`config.mk`:
```
export PLATFORM = sky130hd
export DESIGN_NAME = build_packet
export DESIGN_NICKNAME = d
export VERILOG_FILES = /design/src/rtl/pkt_pkg.sv /design/src/rtl/ipv4_csum.sv /design/src/rtl/build_packet.sv
export SDC_FILE = /design/constraint.sdc
export NUM_CORES = 1
export LEC_CHECK = 0
export BUFFER_PORTS_ARGS = -buffer_cell sky130_fd_sc_hd__buf_2
export CAP_MARGIN = 20
export CORE_MARGIN = 4
export CORE_UTILIZATION = 60
export DETAILED_ROUTE_END_ITERATION = 12
export PLACE_DENSITY = 0.83
export SYNTH_ARGS = -nofsm -noshare
export SYNTH_HDL_FRONTEND = slang
export SYNTH_SLANG_ARGS = --single-unit
```
`constraint.sdc`:
```
create_clock -name axis_clk -period 27.1 [get_ports axis_clk]
set_input_delay 2.71 -clock axis_clk [delete_from_list [all_inputs] [get_ports axis_clk]]
set_output_delay 2.71 -clock axis_clk [all_outputs]
set_load 0.1 [all_outputs]
```
`src/rtl/pkt_pkg.sv`:
```
// Shared types and constants for the transmit-side Ethernet/IPv4/UDP header builder.
package pkt_pkg;

  typedef enum logic [2:0] {
    IDLE,
    CSUM,
    HDR,
    BODY,
    TAIL,
    LAST
  } state_t;

  localparam logic [15:0] ETHERTYPE_IPV4 = 16'h0800;
  localparam logic [7:0]  IP_PROTO_UDP   = 8'h11;
  localparam int          HDR_BYTES      = 42;
  localparam logic [15:0] IP_HDR_LEN     = 16'd20;
  localparam logic [15:0] UDP_HDR_LEN    = 16'd8;

  // Network order puts the MSB first, but byte 0 sits on the low lane.
  function automatic logic [15:0] swap16(input logic [15:0] v);
    return {v[7:0], v[15:8]};
  endfunction

endpackage

```
`src/rtl/ipv4_csum.sv`:
```
// Combinational IPv4 header checksum over the ten header halfwords (checksum field as zero).
module ipv4_csum
  import pkt_pkg::*;
(
  input  logic [15:0] total_len,
  input  logic [7:0]  ttl,
  input  logic [31:0] ip_src,
  input  logic [31:0] ip_dst,
  output logic [15:0] csum
);

  logic [15:0] hw [10];
  logic [19:0] acc;
  logic [16:0] fold1;
  logic [15:0] fold2;

  // Ten 16-bit terms never exceed 20 bits; two end-around folds absorb every carry.
  always_comb begin
    hw[0] = 16'h4500;
    hw[1] = total_len;
    hw[2] = 16'h0000;
    hw[3] = 16'h4000;
    hw[4] = {ttl, IP_PROTO_UDP};
    hw[5] = 16'h0000;
    hw[6] = ip_src[31:16];
    hw[7] = ip_src[15:0];
    hw[8] = ip_dst[31:16];
    hw[9] = ip_dst[15:0];
    acc = '0;
    for (int i = 0; i < 10; i++) begin
      acc = acc + {4'h0, hw[i]};
    end
    fold1 = {1'b0, acc[15:0]} + {13'h0, acc[19:16]};
    fold2 = fold1[15:0] + {15'h0, fold1[16]};
    csum  = ~fold2;
  end

endmodule

```
`src/rtl/build_packet.sv`:
```
// Transmit header builder: emits a 42-byte Eth/IPv4/UDP header, then the payload
// shifted by the 2-byte header remainder, through a single m_axis output register.
module build_packet
  import pkt_pkg::*;
#(
  parameter int IP_TTL = 64
) (
  input  logic        axis_clk,
  input  logic        axis_resetn,
  input  logic [47:0] dest_addr,
  input  logic [47:0] src_addr,
  input  logic [31:0] ip_src_addr,
  input  logic [31:0] ip_dest_addr,
  input  logic [15:0] udp_src_port,
  input  logic [15:0] udp_dest_port,
  input  logic [15:0] payload_len,
  input  logic        hdr_valid,
  output logic        hdr_ready,
  input  logic [31:0] s_axis_tdata,
  input  logic [3:0]  s_axis_tkeep,
  input  logic        s_axis_tvalid,
  input  logic        s_axis_tlast,
  output logic        s_axis_tready,
  output logic [31:0] m_axis_tdata,
  output logic [3:0]  m_axis_tkeep,
  output logic        m_axis_tvalid,
  output logic        m_axis_tlast,
  input  logic        m_axis_tready
);

  localparam logic [7:0] TTL_BYTE = 8'(IP_TTL);

  state_t      state;
  logic [47:0] dest_q;
  logic [47:0] src_q;
  logic [31:0] ip_src_q;
  logic [31:0] ip_dst_q;
  logic [15:0] udp_src_q;
  logic [15:0] udp_dst_q;
  logic [15:0] len_q;
  logic [15:0] csum_q;
  logic [15:0] carry;
  logic [3:0]  word_idx;
  logic [3:0]  tail_keep;

  logic                   out_en;
  logic [15:0]            ip_total_len;
  logic [15:0]            udp_len;
  logic [15:0]            csum_next;
  logic [HDR_BYTES*8-1:0] hdr_flat;

  assign out_en        = !m_axis_tvalid || m_axis_tready;
  assign hdr_ready     = (state == IDLE);
  assign s_axis_tready = (state == BODY) && out_en;
  assign ip_total_len  = IP_HDR_LEN + UDP_HDR_LEN + len_q;
  assign udp_len       = UDP_HDR_LEN + len_q;

  ipv4_csum u_csum (
    .total_len (ip_total_len),
    .ttl       (TTL_BYTE),
    .ip_src    (ip_src_q),
    .ip_dst    (ip_dst_q),
    .csum      (csum_next)
  );

  // Whole header laid out with byte N at bits [8N+7:8N]; bytes 18-19 and 40-41 stay zero.
  always_comb begin
    hdr_flat = '0;
    for (int i = 0; i < 6; i++) begin
      hdr_flat[8*i +: 8]     = dest_q[47-8*i -: 8];
      hdr_flat[8*(6+i) +: 8] = src_q[47-8*i -: 8];
    end
    hdr_flat[96  +: 16] = swap16(ETHERTYPE_IPV4);
    hdr_flat[112 +: 16] = swap16(16'h4500);
    hdr_flat[128 +: 16] = swap16(ip_total_len);
    hdr_flat[160 +: 16] = swap16(16'h4000);
    hdr_flat[176 +: 16] = {IP_PROTO_UDP, TTL_BYTE};
    hdr_flat[192 +: 16] = swap16(csum_q);
    hdr_flat[208 +: 16] = swap16(ip_src_q[31:16]);
    hdr_flat[224 +: 16] = swap16(ip_src_q[15:0]);
    hdr_flat[240 +: 16] = swap16(ip_dst_q[31:16]);
    hdr_flat[256 +: 16] = swap16(ip_dst_q[15:0]);
    hdr_flat[272 +: 16] = swap16(udp_src_q);
    hdr_flat[288 +: 16] = swap16(udp_dst_q);
    hdr_flat[304 +: 16] = swap16(udp_len);
  end

  always_ff @(posedge axis_clk or negedge axis_resetn) begin
    if (!axis_resetn) begin
      state         <= IDLE;
      dest_q        <= '0;
      src_q         <= '0;
      ip_src_q      <= '0;
      ip_dst_q      <= '0;
      udp_src_q     <= '0;
      udp_dst_q     <= '0;
      len_q         <= '0;
      csum_q        <= '0;
      carry         <= '0;
      word_idx      <= '0;
      tail_keep     <= '0;
      m_axis_tdata  <= '0;
      m_axis_tkeep  <= '0;
      m_axis_tvalid <= 1'b0;
      m_axis_tlast  <= 1'b0;
    end else begin
      // A drained output slot empties unless the current state refills it below.
      if (out_en) begin
        m_axis_tvalid <= 1'b0;
      end
      case (state)
        IDLE: begin
          if (hdr_valid) begin
            dest_q    <= dest_addr;
            src_q     <= src_addr;
            ip_src_q  <= ip_src_addr;
            ip_dst_q  <= ip_dest_addr;
            udp_src_q <= udp_src_port;
            udp_dst_q <= udp_dest_port;
            len_q     <= payload_len;
            state     <= CSUM;
          end
        end
        CSUM: begin
          csum_q   <= csum_next;
          word_idx <= '0;
          state    <= HDR;
        end
        HDR: begin
          if (out_en) begin
            m_axis_tdata  <= hdr_flat[{word_idx, 5'b0} +: 32];
            m_axis_tkeep  <= 4'hF;
            m_axis_tlast  <= 1'b0;
            m_axis_tvalid <= 1'b1;
            if (word_idx == 4'd9) begin
              carry <= hdr_flat[320 +: 16];
              state <= (len_q == 16'd0) ? LAST : BODY;
            end else begin
              word_idx <= word_idx + 4'd1;
            end
          end
        end
        BODY: begin
          if (out_en && s_axis_tvalid) begin
            m_axis_tdata  <= {s_axis_tdata[15:0], carry};
            m_axis_tkeep  <= 4'hF;
            m_axis_tlast  <= 1'b0;
            m_axis_tvalid <= 1'b1;
            carry         <= s_axis_tdata[31:16];
            // Two carried bytes decide whether the final input beat spills into a TAIL beat.
            if (s_axis_tlast) begin
              case (s_axis_tkeep)
                4'h1: begin
                  m_axis_tkeep <= 4'h7;
                  m_axis_tlast <= 1'b1;
                  state        <= IDLE;
                end
                4'h3: begin
                  m_axis_tlast <= 1'b1;
                  state        <= IDLE;
                end
                4'h7: begin
                  tail_keep <= 4'h1;
                  state     <= TAIL;
                end
                default: begin
                  tail_keep <= 4'h3;
                  state     <= TAIL;
                end
              endcase
            end
          end
        end
        TAIL: begin
          if (out_en) begin
            m_axis_tdata  <= {16'h0000, carry};
            m_axis_tkeep  <= tail_keep;
            m_axis_tlast  <= 1'b1;
            m_axis_tvalid <= 1'b1;
            state         <= IDLE;
          end
        end
        LAST: begin
          if (out_en) begin
            m_axis_tdata  <= {16'h0000, carry};
            m_axis_tkeep  <= 4'h3;
            m_axis_tlast  <= 1'b1;
            m_axis_tvalid <= 1'b1;
            state         <= IDLE;
          end
        end
        default: state <= IDLE;
      endcase
    end
  end

endmodule
```
======== Word level (Yosys, flattened, before mapping) ========
Cells that the tools add are included.
W data, S select, Z words.
word-level totals
  register bits after elaboration ......... 289
  input port bits ......................... 250
  output and inout port bits .............. 40
  word-level logic and storage cells ...... 107
cells by class
  add/sub/neg operators ................... 12
  eq/ne operators ......................... 18
  shifts and indexed selects .............. 1
  multiplexer cells ....................... 38
  bitwise gates (word level) .............. 2
  reduce and logical (&&, ||, !) cells .... 20
operators by type and width
  kind                      number
  $shiftx A336 B10 Y32      1
  $mux W32                  3
  $pmux W32 S3              1
  $add A20 B16 Y20          4
  $mux W16                  3
  $add A20 B15 Y20 const B  2
  $mux W4                   8
  $pmux W16 S2              1
  $mux W3                   8
  $add A15 B16 Y17 const A  1
  $add A16 B4 Y17           1
  $add A16 B1 Y16           1
  $add A4 B16 Y16 const A   1
  $add A5 B16 Y16 const A   1
  $logic_not A16 Y1         1
  $not A16 Y16              1
  $pmux W4 S2               2
  $pmux W4 S4               1
  $pmux W3 S5               1
  $ne A2 B2 Y1 const B      7
  $reduce_and A4 Y1         3
  $mux W1                   8
  $eq A3 B2 Y1 const B      2
  $eq A3 B3 Y1 const B      2
  other kinds (23)          27

======== Logic depth before layout (Yosys ltp) ========
  depth after elaboration ................. 11
  gate-level depth with buffers ........... 41
  mapped depth without buffers ............ 40

======== By module ========
Synthesis repeated with hierarchy kept, for this count alone.
second synthesis, totals
  cells, all modules ...................... 1574
  area total of the unflattened synthesis .. 17430.5 µm²
by module, submodules not included
  module        times used  cells each  area an instance (µm²)  seq. area each (µm²)
  build_packet  1           1182        14126.0                 7181.9
  ipv4_csum     1           392         3304.4                  0.0

======== Least setup slack after synthesis ========
No wires, ideal clock.
  path type ............................... reg2reg
  start ................................... reg len_q[4]
  end ..................................... reg csum_q[14]
  setup time .............................. 0.121 ns
  arrival ................................. 8.589 ns
  required time ........................... 26.979 ns
  path slack .............................. 18.390 ns
  cell stages (with the launch flop) ...... 41
  buffers on the path ..................... 1
  period minus slack after synthesis ...... 8.710 ns
  cell sequence ........................... dfrtp_1 > inv_1 > ha_1 > a21boi_1 > nor3_1 > xor2_1 > ha_1 > nor2_1 > o21ai_0 > o21ai_0 > xor2_1 > fa_1 > inv_1 > fa_1 > fa_1 > inv_1 > ha_1 > clkbuf_1 > [5 not listed] > xor2_1 > inv_1 > fa_1 > and2b_1 > o21ai_1 > or2b_1 > nor3_2 > nand3_1 > nor2_1 > ha_1 > nor2b_1 > nand2_1 > or3_2 > or3b_4 > a21oi_4 > nand3_1 > xnor2_1 > o21ai_1
on the way
  longest elaborated chain between the ends .. 11
RTL lines
  item                           line                 text
  start, declared                build_packet.sv:40   logic [15:0] len_q;
  start signal, assigned         build_packet.sv:120  len_q <= payload_len;
  $add A5 B16 Y16                build_packet.sv:55   assign ip_total_len = IP_HDR_LEN + UDP_HDR_LEN + len_q;
  $add A15 B16 Y17               ipv4_csum.sv:31      acc = acc + {4'h0, hw[i]};
  $add A20 B15 Y20 (2 in a row)  ipv4_csum.sv:31
  $add A20 B16 Y20 (4 in a row)  ipv4_csum.sv:31
  $add A16 B4 Y17                ipv4_csum.sv:33      fold1 = {1'b0, acc[15:0]} + {13'h0, acc[19:16]};
  $add A16 B1 Y16                ipv4_csum.sv:34      fold2 = fold1[15:0] + {15'h0, fold1[16]};
  $not A16 Y16                   ipv4_csum.sv:35      csum = ~fold2;
  end signal, assigned           build_packet.sv:125  csum_q <= csum_next;
  end, declared                  build_packet.sv:41   logic [15:0] csum_q;
No other way between the ends.
A chain may end at the register's enable or synchronous reset.

======== Worst setup path after layout ========
Same ends and word-level chain as after synthesis.

==> flow_summary.yaml <==
layout:
  drive_above_1_share: 0.319
  final_cells: 2233
  fill_cells: 1992
  areaGrowthSynthToFinish_pct: 16.8
  final_cell_mix: "buf_2, dfrtp_1, mux2_2"
  fin_nets: 2180
  final_common_cell: "buf_2"
global_routing:
  overflow: 0
  grt_pass1_wl_um: 78000
  grt_pass1_vias: 13400
  grtUsageTotal: 0.328
  grt_max_degree: 81
  antenna_found_initial: 4
logic_synthesis:
  ys.flop_type: "dfrtp_1"
  synth.avg_cell_area_sq_um: 10.6
  synthCells: 1589
  netlist_area_sq_um: 16800
  yosys_warnings: 0
  syn_nets: 1937
  yosysSeqAreaShare: 0.428
  ys_async_sr_fraction: 1.00
  synth_edf_count: 0
  ys_seq_elements: 287
  ys_types: 85
setup_path:
  crit_fanout: 8
  worstPathArrival_ns: 10.12
  critPathMaxStageDelay_ns: 0.55
  start_kind: "register"
  critPathLaunch: "len_q[4]"
  cp-endpoint: "csum_q[14]"
  crit_required_ns: 27.54
  crit_path_end_kind: "register"
  reg2reg_to: "csum_q[14]"
  rr_worst_depth: 39
  r2r-start: "len_q[4]"
  reg2reg_slack_ns: 17.42
  worstSetupPathType: "register to register"
  cpMaxStageDelayCell: "fa_1"
place:
  dp_hpwl_um: 39000
  place_worst_setup_slack_ns: 17.57
  port_buffers: 289
  dp_cells: 2170
  place.gp.congestion: 0.998
clock_tree:
  cts_tree: "done"
  clock_sinks: 287
  cts_max_level: 1
  cts-root-buf: "clkbuf_16"
  clkTransAtPathRegs_ns: 0.06
  holdBufCountCts: 0
  clk_latency_ns: 0.58
  cts_resized: 0
  cts_buffers: 31
  cts_setup_buffers: 0
  cts_max_path_buffers: 3
detailed_routing:
  routed_wl_um: 51900
  drt_pre_antenna_iters: 6
  vias: 13700
  routed_via_density: 6.14
  wl_per_cell_um: 23.3
  ant_nets: 0
  drcViolationCount: 0
  initialDrtViolationCount: 1525
die:
  ios: 290
  die_h_um: 175
  dieWidth_um: 175
  die-area_sq_um: 30700
  rows: 60
  start_util: 0.616
  coreArea_sq_um: 27300
sta:
  drv_slew: 0
  final.setup.tns_ns: 0
  setup_violations: 0
  setup_ws_ns: 17.42
  clock_skew_ns: 0.0178
  hold_viol: 0
  min_period_ns: 9.68
  max-slew-margin-rel: 0.343
  period_share: 0.357
  rsz0062_at_grt: "false"
  worstMarginPinSlew_ns: 0.982
  fmax_mhz: 103
run_status:
  outcome: "finished clean"
worst_hold_path:
  hp-class: "register to register"
run:
  max_cap_viol_count: 0
-- cells by family after synthesis --
| logic type | after synthesis | share of synthesized area |
|---|---|---|
| buf+inv | 184 | 0.0430 |
| simple gates | 342 | 0.0953 |
| fa+ha+maj | 98 | 0.0950 |
| compound gates | 351 | 0.131 |
| mux | 271 | 0.176 |
| flops | 287 | 0.428 |
| xor+xnor | 56 | 0.0310 |
-- how the worst min path moves through the flow --
stage                     depth (start not counted)              end  slack (ns)             from
final                                             2  m_axis_tdata[2]        0.47  m_axis_tdata[2]
after global routing                              2         carry[0]        0.50         carry[0]
after CTS                                         2  m_axis_tdata[2]        0.48  m_axis_tdata[2]
after detailed placement                          1     tail_keep[0]        0.46     tail_keep[0]
after global placement                            1     tail_keep[0]        0.45     tail_keep[0]
after floorplan                                   1     tail_keep[0]        0.43     tail_keep[0]
-- through the flow --
step	instance area [sq um]	util	hold WS, ns
2_1_floorplan	16800	-	0.434
3_3_place_gp	18500	0.677	0.451
3_5_place_dp	18500	0.677	0.461
4_1_cts	19600	0.718	0.476
5_1_grt	19600	0.719	0.498
6_report	19600	0.719	0.469
-- critical path: cells and delay by family, from the launching register on --
kind,cells,cell delay [ns]
xor gates and xnor gates,4,0.81
DFF,1,0.47
and+or+nand+nor,14,3.19
buffers and inverters,4,0.31
adders and majority gates,8,2.97
AOI/OAI and AO/OA,9,1.78
-- cell type report --
type,instances,area (sq um),area share
timing repair buffer,308,1620,0.0826
tap,372,465,0.0237
sequential,287,7190,0.367
multi-input combinational,1118,8880,0.453
antenna,6,15.0,0.000766
clock buffer,43,871,0.0444
clock inverter,13,236,0.0121
inverter,86,323,0.0165
-- per-layer routing --
layer  vias up  wire length [um]  share of wire  global-route usage
li1       6085                 -              -                   -
met1      6740             20600           0.40               0.450
met2       742             24100           0.46               0.522
met3       133              4780          0.092              0.0586
met4         0              2450          0.047               0.132
met5         -                 0              0                   0
-- cells in the mapped netlist, drive strengths merged (9+ instances only) --
| cell | n | share of area |
|---|---|---|
| o21ai | 173 | 0.052 |
| or3 | 9 | 0.0034 |
| clkbuf | 64 | 0.014 |
| o22ai | 27 | 0.010 |
| buf | 34 | 0.0094 |
| xnor2 | 32 | 0.017 |
| a21oi | 39 | 0.013 |
| mux2i | 74 | 0.044 |
| nor3 | 18 | 0.0057 |
| o221ai | 9 | 0.0047 |
| o21bai | 9 | 0.0045 |
| nand2 | 173 | 0.039 |
| mux2 | 197 | 0.13 |
| a211oi | 18 | 0.0090 |
| nor2 | 68 | 0.015 |
| nand3 | 22 | 0.0076 |
| inv | 85 | 0.019 |
| ha | 49 | 0.037 |
| xor2 | 23 | 0.012 |
| dfrtp | 287 | 0.43 |
| fa | 49 | 0.058 |
| a22oi | 17 | 0.0076 |
| o211ai | 15 | 0.0073 |
-- registers in the layout (all words and copies together) (netlist names), 3 cells and up --
| register | flops |
|---|---|
| udp_dst_q | 16 |
| state | 3 |
| udp_src_q | 16 |
| ip_src_q | 32 |
| m_axis_tdata | 32 |
| len_q | 16 |
| ip_dst_q | 32 |
| dest_q | 48 |
| carry | 16 |
| csum_q | 16 |
| m_axis_tkeep | 4 |
| word_idx | 4 |
| src_q | 48 |
Power is left out: the tool's default activity adds up to more than one toggle a clock period on the data nets, which glitch-free logic cannot reach.
